--- config.mk ---
export PLATFORM = sky130hd
export DESIGN_NAME = branch_resolve_queue
export DESIGN_NICKNAME = d
export VERILOG_FILES = /design/src/rtl/branch_resolve_queue.sv
export SDC_FILE = /design/constraint.sdc
export NUM_CORES = 1
export LEC_CHECK = 0
export CORE_AREA = 5 5 171 173
export DETAILED_ROUTE_END_ITERATION = 12
export DIE_AREA = 0 0 176 178
export HOLD_SLACK_MARGIN = 0.06
export PLACE_DENSITY = 0.81
export SLEW_MARGIN = 15
export SYNTH_ARGS = -nofsm -noshare
export SYNTH_HDL_FRONTEND = slang
export SYNTH_SLANG_ARGS = --single-unit
--- constraint.sdc ---
create_clock -name in_Clk -period 4 [get_ports in_Clk]
set_input_delay 0.8 -clock in_Clk [delete_from_list [all_inputs] [get_ports in_Clk]]
set_output_delay 0.8 -clock in_Clk [all_outputs]
set_load 0.02 [all_outputs]
--- src/rtl/branch_resolve_queue.sv ---
// ============================================================================
// Module   : branch_resolve_queue
// Purpose  : In-order branch queue between gshare prediction and execute
//            resolution; emits predictor updates and mispredict redirects.
// Revision : 1.0 - initial release
// ============================================================================
`default_nettype none

module branch_resolve_queue #(
  parameter int DEPTH      = 4,
  parameter int PC_WIDTH   = 9,
  parameter int ADDR_WIDTH = 64
) (
  input  logic                     in_Clk,
  input  logic                     in_Rst_N,
  input  logic                     in_push,
  input  logic [PC_WIDTH-1:0]      in_push_PC,
  input  logic                     in_push_pred,
  input  logic [ADDR_WIDTH-1:0]    in_push_next_PC,
  input  logic                     in_resolve,
  input  logic                     in_resolve_taken,
  input  logic [ADDR_WIDTH-1:0]    in_resolve_target,
  input  logic                     in_flush,
  output logic                     out_full,
  output logic                     out_empty,
  output logic [$clog2(DEPTH):0]   out_count,
  output logic                     out_update_valid,
  output logic [PC_WIDTH-1:0]      out_update_PC,
  output logic                     out_update_taken,
  output logic                     out_mispredict,
  output logic [ADDR_WIDTH-1:0]    out_redirect_PC
);

  localparam int PTR_W = $clog2(DEPTH);
  localparam int CNT_W = PTR_W + 1;

  typedef enum logic [0:0] {
    ST_RUN  = 1'b0,
    ST_DROP = 1'b1
  } state_t;

  logic [PC_WIDTH-1:0]   pc_mem_q   [DEPTH];
  logic                  pred_mem_q [DEPTH];
  logic [ADDR_WIDTH-1:0] next_mem_q [DEPTH];

  state_t                state_q, state_d;
  logic [PTR_W-1:0]      rd_q, rd_d, wr_q, wr_d;
  logic [CNT_W-1:0]      count_q, count_d;
  logic                  upd_valid_q, upd_valid_d;
  logic [PC_WIDTH-1:0]   upd_pc_q, upd_pc_d;
  logic                  upd_taken_q, upd_taken_d;
  logic                  mispred_q, mispred_d;
  logic [ADDR_WIDTH-1:0] redirect_q, redirect_d;

  logic w_full, w_empty, w_resolve_ok, w_mispredict, w_push_ok;

  assign w_full       = (count_q == CNT_W'(DEPTH));
  assign w_empty      = (count_q == '0);
  assign w_resolve_ok = in_resolve && !w_empty && !in_flush;
  assign w_mispredict = w_resolve_ok && (pred_mem_q[rd_q] != in_resolve_taken);
  // A full queue still takes a push when the same edge pops the oldest entry.
  assign w_push_ok    = in_push && !in_flush && (state_q == ST_RUN) &&
                        (!w_full || w_resolve_ok) && !w_mispredict;

  always_comb begin
    state_d     = ST_RUN;
    rd_d        = rd_q;
    wr_d        = wr_q;
    count_d     = count_q;
    upd_valid_d = 1'b0;
    upd_pc_d    = upd_pc_q;
    upd_taken_d = upd_taken_q;
    mispred_d   = 1'b0;
    redirect_d  = redirect_q;

    if (in_flush) begin
      rd_d    = wr_q;
      count_d = '0;
    end else begin
      if (w_resolve_ok) begin
        upd_valid_d = 1'b1;
        upd_pc_d    = pc_mem_q[rd_q];
        upd_taken_d = in_resolve_taken;
        mispred_d   = w_mispredict;
        redirect_d  = in_resolve_taken ? in_resolve_target : next_mem_q[rd_q];
      end
      if (w_mispredict) begin
        // Everything younger than the mispredicted branch is wrong-path.
        rd_d    = wr_q;
        count_d = '0;
        state_d = ST_DROP;
      end else begin
        if (w_push_ok)    wr_d = wr_q + PTR_W'(1);
        if (w_resolve_ok) rd_d = rd_q + PTR_W'(1);
        count_d = count_q + CNT_W'(w_push_ok) - CNT_W'(w_resolve_ok);
      end
    end
  end

  always_ff @(posedge in_Clk or negedge in_Rst_N) begin
    if (!in_Rst_N) begin
      state_q     <= ST_RUN;
      rd_q        <= '0;
      wr_q        <= '0;
      count_q     <= '0;
      upd_valid_q <= 1'b0;
      upd_pc_q    <= '0;
      upd_taken_q <= 1'b0;
      mispred_q   <= 1'b0;
      redirect_q  <= '0;
    end else begin
      state_q     <= state_d;
      rd_q        <= rd_d;
      wr_q        <= wr_d;
      count_q     <= count_d;
      upd_valid_q <= upd_valid_d;
      upd_pc_q    <= upd_pc_d;
      upd_taken_q <= upd_taken_d;
      mispred_q   <= mispred_d;
      redirect_q  <= redirect_d;
    end
  end

  always_ff @(posedge in_Clk) begin
    if (w_push_ok) begin
      pc_mem_q[wr_q]   <= in_push_PC;
      pred_mem_q[wr_q] <= in_push_pred;
      next_mem_q[wr_q] <= in_push_next_PC;
    end
  end

  assign out_full         = w_full;
  assign out_empty        = w_empty;
  assign out_count        = count_q;
  assign out_update_valid = upd_valid_q;
  assign out_update_PC    = upd_pc_q;
  assign out_update_taken = upd_taken_q;
  assign out_mispredict   = mispred_q;
  assign out_redirect_PC  = redirect_q;

endmodule

`default_nettype wire

==> impl_results.md, run 1 <==
- Crit path time final: 3.02 ns
- RSZ-0062 raised after global routing: false
- Layout cells sized above 1: 16.0%
- GRT Overall Usage: 19.4%
- Syn nets: 925
- Final setup TNS: 0 ns
- Slew margin rel.: 42.8%
- Highest Clock Rate: 331 MHz
- Clk sinks: 380
- Synth top cells by count: edfxtp_1 (296), nand2_1 (95), dfrtp_1 (84), mux4_2 (73), o21ai_0 (68)
- 1st-iter DRT viols: 421
- Nets: 1167
- Routed WL: 30100 um
- Met2 wire len: 15300 um
- Clock slew at reported path FFs: 0.06 ns
- Top cell type's share of synthesized area: 60.8%
- Mean Syn Cell Area: 18.9 um^2
- Seq pwr share: 42.1%
- Peak supply drop: 0.437 mV
- CP Class: primary input to flip-flop
- Postcts setup bufs: 0
- Routed length per instance: 21.6 um
- Top area cells in the synthesized netlist: edfxtp_1 (61%), dfrtp_1 (14%), mux4_2 (11%)
- Met3 wire len: 1870 um
- P_int: 0.00894 W
- Buffers on Ports: 224
- Die Wd: 176 um
- Status: finished clean
- Final Cell Area: 18600 um^2
- Yosys warns: 0
- Power Density: 676 nW/um^2
- Dpl hpwl: 18600 um
- Initial core utilization: 53.2%
- Max_cap viols: 0
- Drt first pass iters: 5
- # setup viols final: 0
- Post-CTS resize count: 0
- Pleak: 6.76 nW
- Seq/Total Area, Yosys: 75.2%
- Die area: 31300 um^2
- Most frequent cell after synthesis: edfxtp_1
- Root buf cell: clkbuf_16
- Count of final hold-check violations: 0
- DR vias/cell: 5.53
- Grt total ovfl: 0
- Syn Inst Count: 774
- Row cnt: 61
- Hold Crit Class: primary input to asynchronous set/reset pin
- Fin crit share: 75.5%
- CTS tree: built
- Clock buffer count from CTS: 39
- Gpl congestion: 0.749
- Critical path peak fanout: 5
- Yosys cell types: 33
- Final antenna-violating net count: 0
- Max Buffers Root-to-Sink: 3
- Std-Cell Core Area: 27500 um^2
- Crit path arrival time: 3.44 ns
- Async set or reset register ratio after synthesis: 22.1%
- First-pass GRT wire length: 46700 um
- Post-synth EDFFs: 296
- Area leader, netlist: edfxtp_1
- Highest routed layer: met5
- Clk Latency, worst-skew pair: 0.52 ns
- Post-synth top flop: edfxtp_1
- Initial antenna violation count: 4
- Metal-1 WL: 12400 um
- Hold Buf Count CTS: 0
- Clock power frac: 28.6%
- H-tree depth: 2
- Seq cells post-synth: 380
- Net Sw Frac: 29.0%
- Detailed-route via count: 7713
- Comb pwr share: 29.3%
- Mapped cell area: 14600 um^2
- Sw Pwr: 0.00364 W
- DIE HEIGHT: 178 um
- Syn-to-layout area delta: 27.3%
- Top Ports: 225
- Tightest Pin Transition: 0.857 ns
- PnR Total Power: 0.0126 W
- Kind of end point of the critical path: flip-flop
- Area after DPL: 17300 um^2
- CP startpoint kind: primary input
- Clock skew: 0.0121 ns
- Crit path required time: 4.42 ns
- Vias in the first global route: 8248
- Largest net degree at the start of global routing: 72
- Max-slew violation count: 0
- # DRC: 0
==> through the flow <==
stage / setup slack (ns) / hold WS [ns] / utilization [%] / std cells
final: 0.981 / 0.293 / 67.7 / 1395
after global routing: 0.830 / 0.327 / 67.7 / 1394
after CTS: 0.976 / 0.285 / 67.7 / 1393
after detailed placement: 0.458 / 0.465 / 63.1 / 1321
after global placement: 0.581 / 0.457 / 63.1 / 1321
after floorplan: 0.129 / 0.504 / - / 774
==> area by class of cell <==
class	instances	area, um^2
flip-flops and latches	380	11000
fillers	1825	8870
multi-input cells	342	3380
repair buffers	244	2470
clock buffers	47	1020
well taps	346	433
clock inverters	25	259
inverters	9	33.8
diodes	2	5.00
==> logic make-up after synthesis <==
family | Yosys count | synth area share, %
AO/OA/AOI/OAI | 74 | 2.83
XOR/XNOR | 6 | 0.360
adder cells (fa/ha/maj) | 7 | 0.651
buffers and inverters | 52 | 1.70
flip-flops | 380 | 75.2
multiplexers | 141 | 16.0
AND/OR/NAND/NOR | 114 | 3.28
==> worst max-delay path, stage by stage <==
cell and delay, ns:
clkdlybuf4s50_1 0.56, o31ai_4 0.13, or2_4 0.26, a31oi_4 0.23, nor3_4 0.07, inv_1 0.07, ha_1 0.22, inv_1 0.05
ha_1 0.13, inv_1 0.05, fa_1 0.39, xor2_1 0.16, xnor2_1 0.13, nor3_1 0.17
==> cells in the final DEF (no fill, tap or decap), types with 7 or more instances in the layout <==
| master | Yosys | final |
|---|---|---|
| buf_12 | 0 | 7 |
| buf_4 | 3 | 15 |
| clkbuf_1 | 11 | 7 |
| clkbuf_16 | 0 | 39 |
| clkdlybuf4s50_1 | 0 | 222 |
| clkinv_1 | 0 | 7 |
| clkinv_2 | 0 | 8 |
| dfrtp_1 | 84 | 82 |
| edfxtp_1 | 296 | 296 |
| inv_1 | 9 | 9 |
| mux2i_1 | 66 | 66 |
| mux4_2 | 73 | 73 |
| nand2_1 | 95 | 95 |
| o21ai_0 | 68 | 68 |
==> metal layers <==
metal / GRT usage, % / vias to the layer above
met5: 0 / -
met4: 4.74 / 6
met3: 4.49 / 45
met2: 32.8 / 227
met1: 25.9 / 3946
li1: - / 3489
==> path summary, 6_finish.rpt <==
| check | start | end | slack (ns) | depth (start not counted) |
|---|---|---|---|---|
| max in group asynchronous | in_Rst_N | out_redirect_PC[38]$_DFFE_PN0P_ | 2.86 | 2 |
| min in group in_Clk | out_redirect_PC[53]$_DFFE_PN0P_ | out_redirect_PC[53]$_DFFE_PN0P_ | 0.47 | 2 |
| worst max-delay path | in_resolve | out_count[2]$_DFF_PN0_ | 0.98 | 14 |
| worst max register to register | rd_q[1]$_DFFE_PN0P_ | out_count[2]$_DFF_PN0_ | 1.11 | 13 |
| worst min register to register | out_redirect_PC[53]$_DFFE_PN0P_ | out_redirect_PC[53]$_DFFE_PN0P_ | 0.47 | 2 |
| worst min-delay path | in_Rst_N | out_update_PC[1]$_DFFE_PN0P_ | 0.29 | 1 |
==> state kept, by name (all words and copies together), names as in the netlist <==
| signal | cells |
|---|---|
| rd_q | 2 |
| wr_q | 2 |
| pc_mem_q | 36 |
| pred_mem_q | 4 |
| state_q | 1 |
| next_mem_q | 256 |
| out_mispredict | 1 |
| out_update_taken | 1 |
| out_update_PC | 9 |
| out_update_valid | 1 |
| out_redirect_PC | 64 |
| out_count | 3 |
==> power by group through the flow <==
stage / registers [W] / logic, W / clock network [W]
floorplan: 0.00575 / 0.00186 / 0
global placement: 0.00533 / 0.00366 / 0
detailed placement: 0.00536 / 0.00374 / 0
CTS: 0.00530 / 0.00376 / 0.00368
global route: 0.00536 / 0.00399 / 0.00387
finish: 0.00529 / 0.00369 / 0.00360
Power figures use the tool's default switching activity.
==> run 2: changes to the inputs <==
Settings changed: CORE_AREA 5 5 171 173 to 5 5 179 181, DIE_AREA 0 0 176 178 to 0 0 184 186, PLACE_DENSITY 0.81 to 0.78.
Clock period 4 ns to 2.6 ns, I/O delays scaled along.
==> impl_results.md, run 2 (synthesis results as in run 1) <==
- Clock slew at reported path FFs: 0.06 ns
- Highest Clock Rate: 378 MHz
- GRT Overall Usage: 18.1%
- Hold Crit Class: primary input to flip-flop
- Initial core utilization: 48.3%
- Final antenna-violating net count: 0
- DR vias/cell: 5.32
- Std-Cell Core Area: 30300 um^2
- Buffers on Ports: 224
- # DRC: 0
- First-pass GRT wire length: 48000 um
- Count of final hold-check violations: 0
- Routed WL: 30600 um
- Ant diodes: 0
- Seq pwr share: 41.7%
- Sw Pwr: 0.00558 W
- Comb pwr share: 29.9%
- Net Sw Frac: 28.7%
- CP top delay family: adder cells
- Reg2reg start: rd_q[1]$_DFFE_PN0P_
- Crit path required time: 3.02 ns
- Final setup TNS: -0.0450 ns
- Crit path time final: 2.65 ns
- Row cnt: 64
- Dpl hpwl: 18900 um
- Clock skew: 0.0139 ns
- Most flop-heavy register: next_mem_q
- Max reg flops: 256
- CP Class: flip-flop to flip-flop
- Finished Layout Cells: 1459
- Initial antenna violation count: 3
- Cells on worst reg2reg path: 13
- Drt first pass iters: 4
- Reg2reg end: out_count[2]$_DFF_PN0_
- Crit path arrival time: 3.07 ns
- Most frequent cells in the layout: edfxtp_1 (296), clkdlybuf4s50_1 (222), nand2_1 (95)
- Root buf cell: clkbuf_16
- Max_cap viols: 0
- Most common cell after layout, fill and taps aside: edfxtp_1
- Hold path cells: 3
- Syn-to-layout area delta: 29.2%
- Slowest cell delay on critical path: 0.50 ns
- Flop-to-flop setup slack: -0.05 ns
- Largest net degree at the start of global routing: 142
- Fin crit share: 102%
- Die Wd: 184 um
- Worst hold start: in_resolve_taken
- Failing checks: negative setup slack
- Pleak: 6.86 nW
- Placed Instances: 1385
- Kind of end point of the critical path: flip-flop
- Worst Hold End: state_q$_DFF_PN0_
- Detailed-route via count: 7762
- Clock buffer count from CTS: 39
- Cell Chain, Critical Path: mux2i_2 -> or3_4 -> a31oi_4 -> nor3_4 -> inv_1 -> ha_1 -> inv_1 -> ha_1 -> inv_1 -> fa_2 -> xor2_1 -> xnor2_1 -> nor3_1
- CTS tree: built
- Nets: 1183
- Grt total ovfl: 0
- Tightest Pin Transition: 1.01 ns
- Vias in the first global route: 8547
- Max Buffers Root-to-Sink: 3
- Worst path bufs/invs: 3
- Clk Latency, worst-skew pair: 0.52 ns
- Clk sinks: 380
- DIE HEIGHT: 186 um
- Layout cells sized above 1: 17.6%
- Clock power frac: 28.4%
- Critical path's slowest cell: dfrtp_4
- Peak supply drop: 0.549 mV
- Gpl congestion: 0.757
- Top Ports: 225
- Post-layout util: 62.4%
- Power Density: 1030 nW/um^2
- # setup viols final: 1
- Die area: 34200 um^2
- Slew margin rel.: 32.6%
- Cell mode on critical path: inv_1
- P_int: 0.0139 W
- CP startpoint kind: flip-flop
- Critical path peak fanout: 3
- Status: complete, but fails checks
- 1st-iter DRT viols: 535
- RSZ-0062 raised after global routing: true
- Final worst slack: -0.0450 ns
- Max-slew violation count: 0
- Routed length per instance: 21.0 um
- H-tree depth: 2
## run 2: cell types whose count changed in the layout (fill, tap and decap cells not counted), sizes merged
cell and delta:
buf +15, clkbuf +8, clkinv -4, inv -3, diode -2, bufinv -1
dlygate4sd3 +1
## run 2: tightest hold or removal path: stages
cell,delay [ns]
buf_4,0.11
or3_4,0.13
a31oi_1,0.09
## run 2: power by group through the flow
| stage | Sequential, W | Combinational (W) | Clock (W) |
|---|---|---|---|
| final | 0.00812 | 0.00583 | 0.00553 |
| after global routing | 0.00824 | 0.00634 | 0.00595 |
| after detailed placement | 0.00824 | 0.00591 | 0 |
| after global placement | 0.00818 | 0.00583 | 0 |
| after floorplan | 0.00882 | 0.00287 | 0 |
| after CTS | 0.00813 | 0.00597 | 0.00565 |
## run 2: final cells by class
| class | count | area [um^2] |
|---|---|---|
| Fill cell | 2140 | 11400 |
| Inverter | 9 | 33.8 |
| Clock inverter | 17 | 198 |
| Timing Repair Buffer | 260 | 2660 |
| Sequential cell | 380 | 11000 |
| Clock buffer | 55 | 1090 |
| Multi-Input combinational cell | 342 | 3400 |
| Tap cell | 396 | 495 |
## run 2: worst max path at each step
stage / from / end / cells after the start
floorplan: out_count[2]$_DFF_PN0_ / next_mem_q[0][0]$_DFFE_PP_ / 6
global route: rd_q[1]$_DFFE_PN0P_ / out_count[2]$_DFF_PN0_ / 13
detailed placement: in_resolve / out_count[2]$_DFF_PN0_ / 14
CTS: rd_q[1]$_DFFE_PN0P_ / out_count[2]$_DFF_PN0_ / 13
finish: rd_q[1]$_DFFE_PN0P_ / out_count[2]$_DFF_PN0_ / 13
global placement: in_resolve / out_count[2]$_DFF_PN0_ / 14
## run 2: layer usage
metal,GRT usage [%],vias up,routed length [um]
li1,-,3531,-
met1,23.8,3978,12800
met2,30.5,206,15300
met3,4.83,41,1970
met4,4.20,6,473
met5,0,-,34
## run 2: stage by stage
stage / power, W / setup WS, ns / area [um^2] / hold slack [ns]
floorplan: 0.0117 / -0.200 / 14600 / 0.224
global placement: 0.0140 / -0.416 / 17600 / 0.458
detailed placement: 0.0141 / -0.483 / 17600 / 0.462
CTS: 0.0198 / -0.0989 / 18900 / 0.389
global route: 0.0205 / -0.225 / 18900 / 0.403
finish: 0.0195 / -0.0450 / 18900 / 0.396
## run 2: what timing repair did
action / 4_1_cts / 5_1_grt
hold buffers: 1 / 0
hold endpoints to repair: 40 / 0
pin swaps: 5 / 2
endpoints found under the setup margin: 1 / 5
setup buffers: 1 / 0
resized for setup: 3 / 2
==> run 3: changes to the inputs <==
Settings changed: ABC_CLOCK_PERIOD_IN_PS set to 2600.
==> results of run 3 <==
Same layout as run 2: the final DEF is identical, and so are final timing and power.
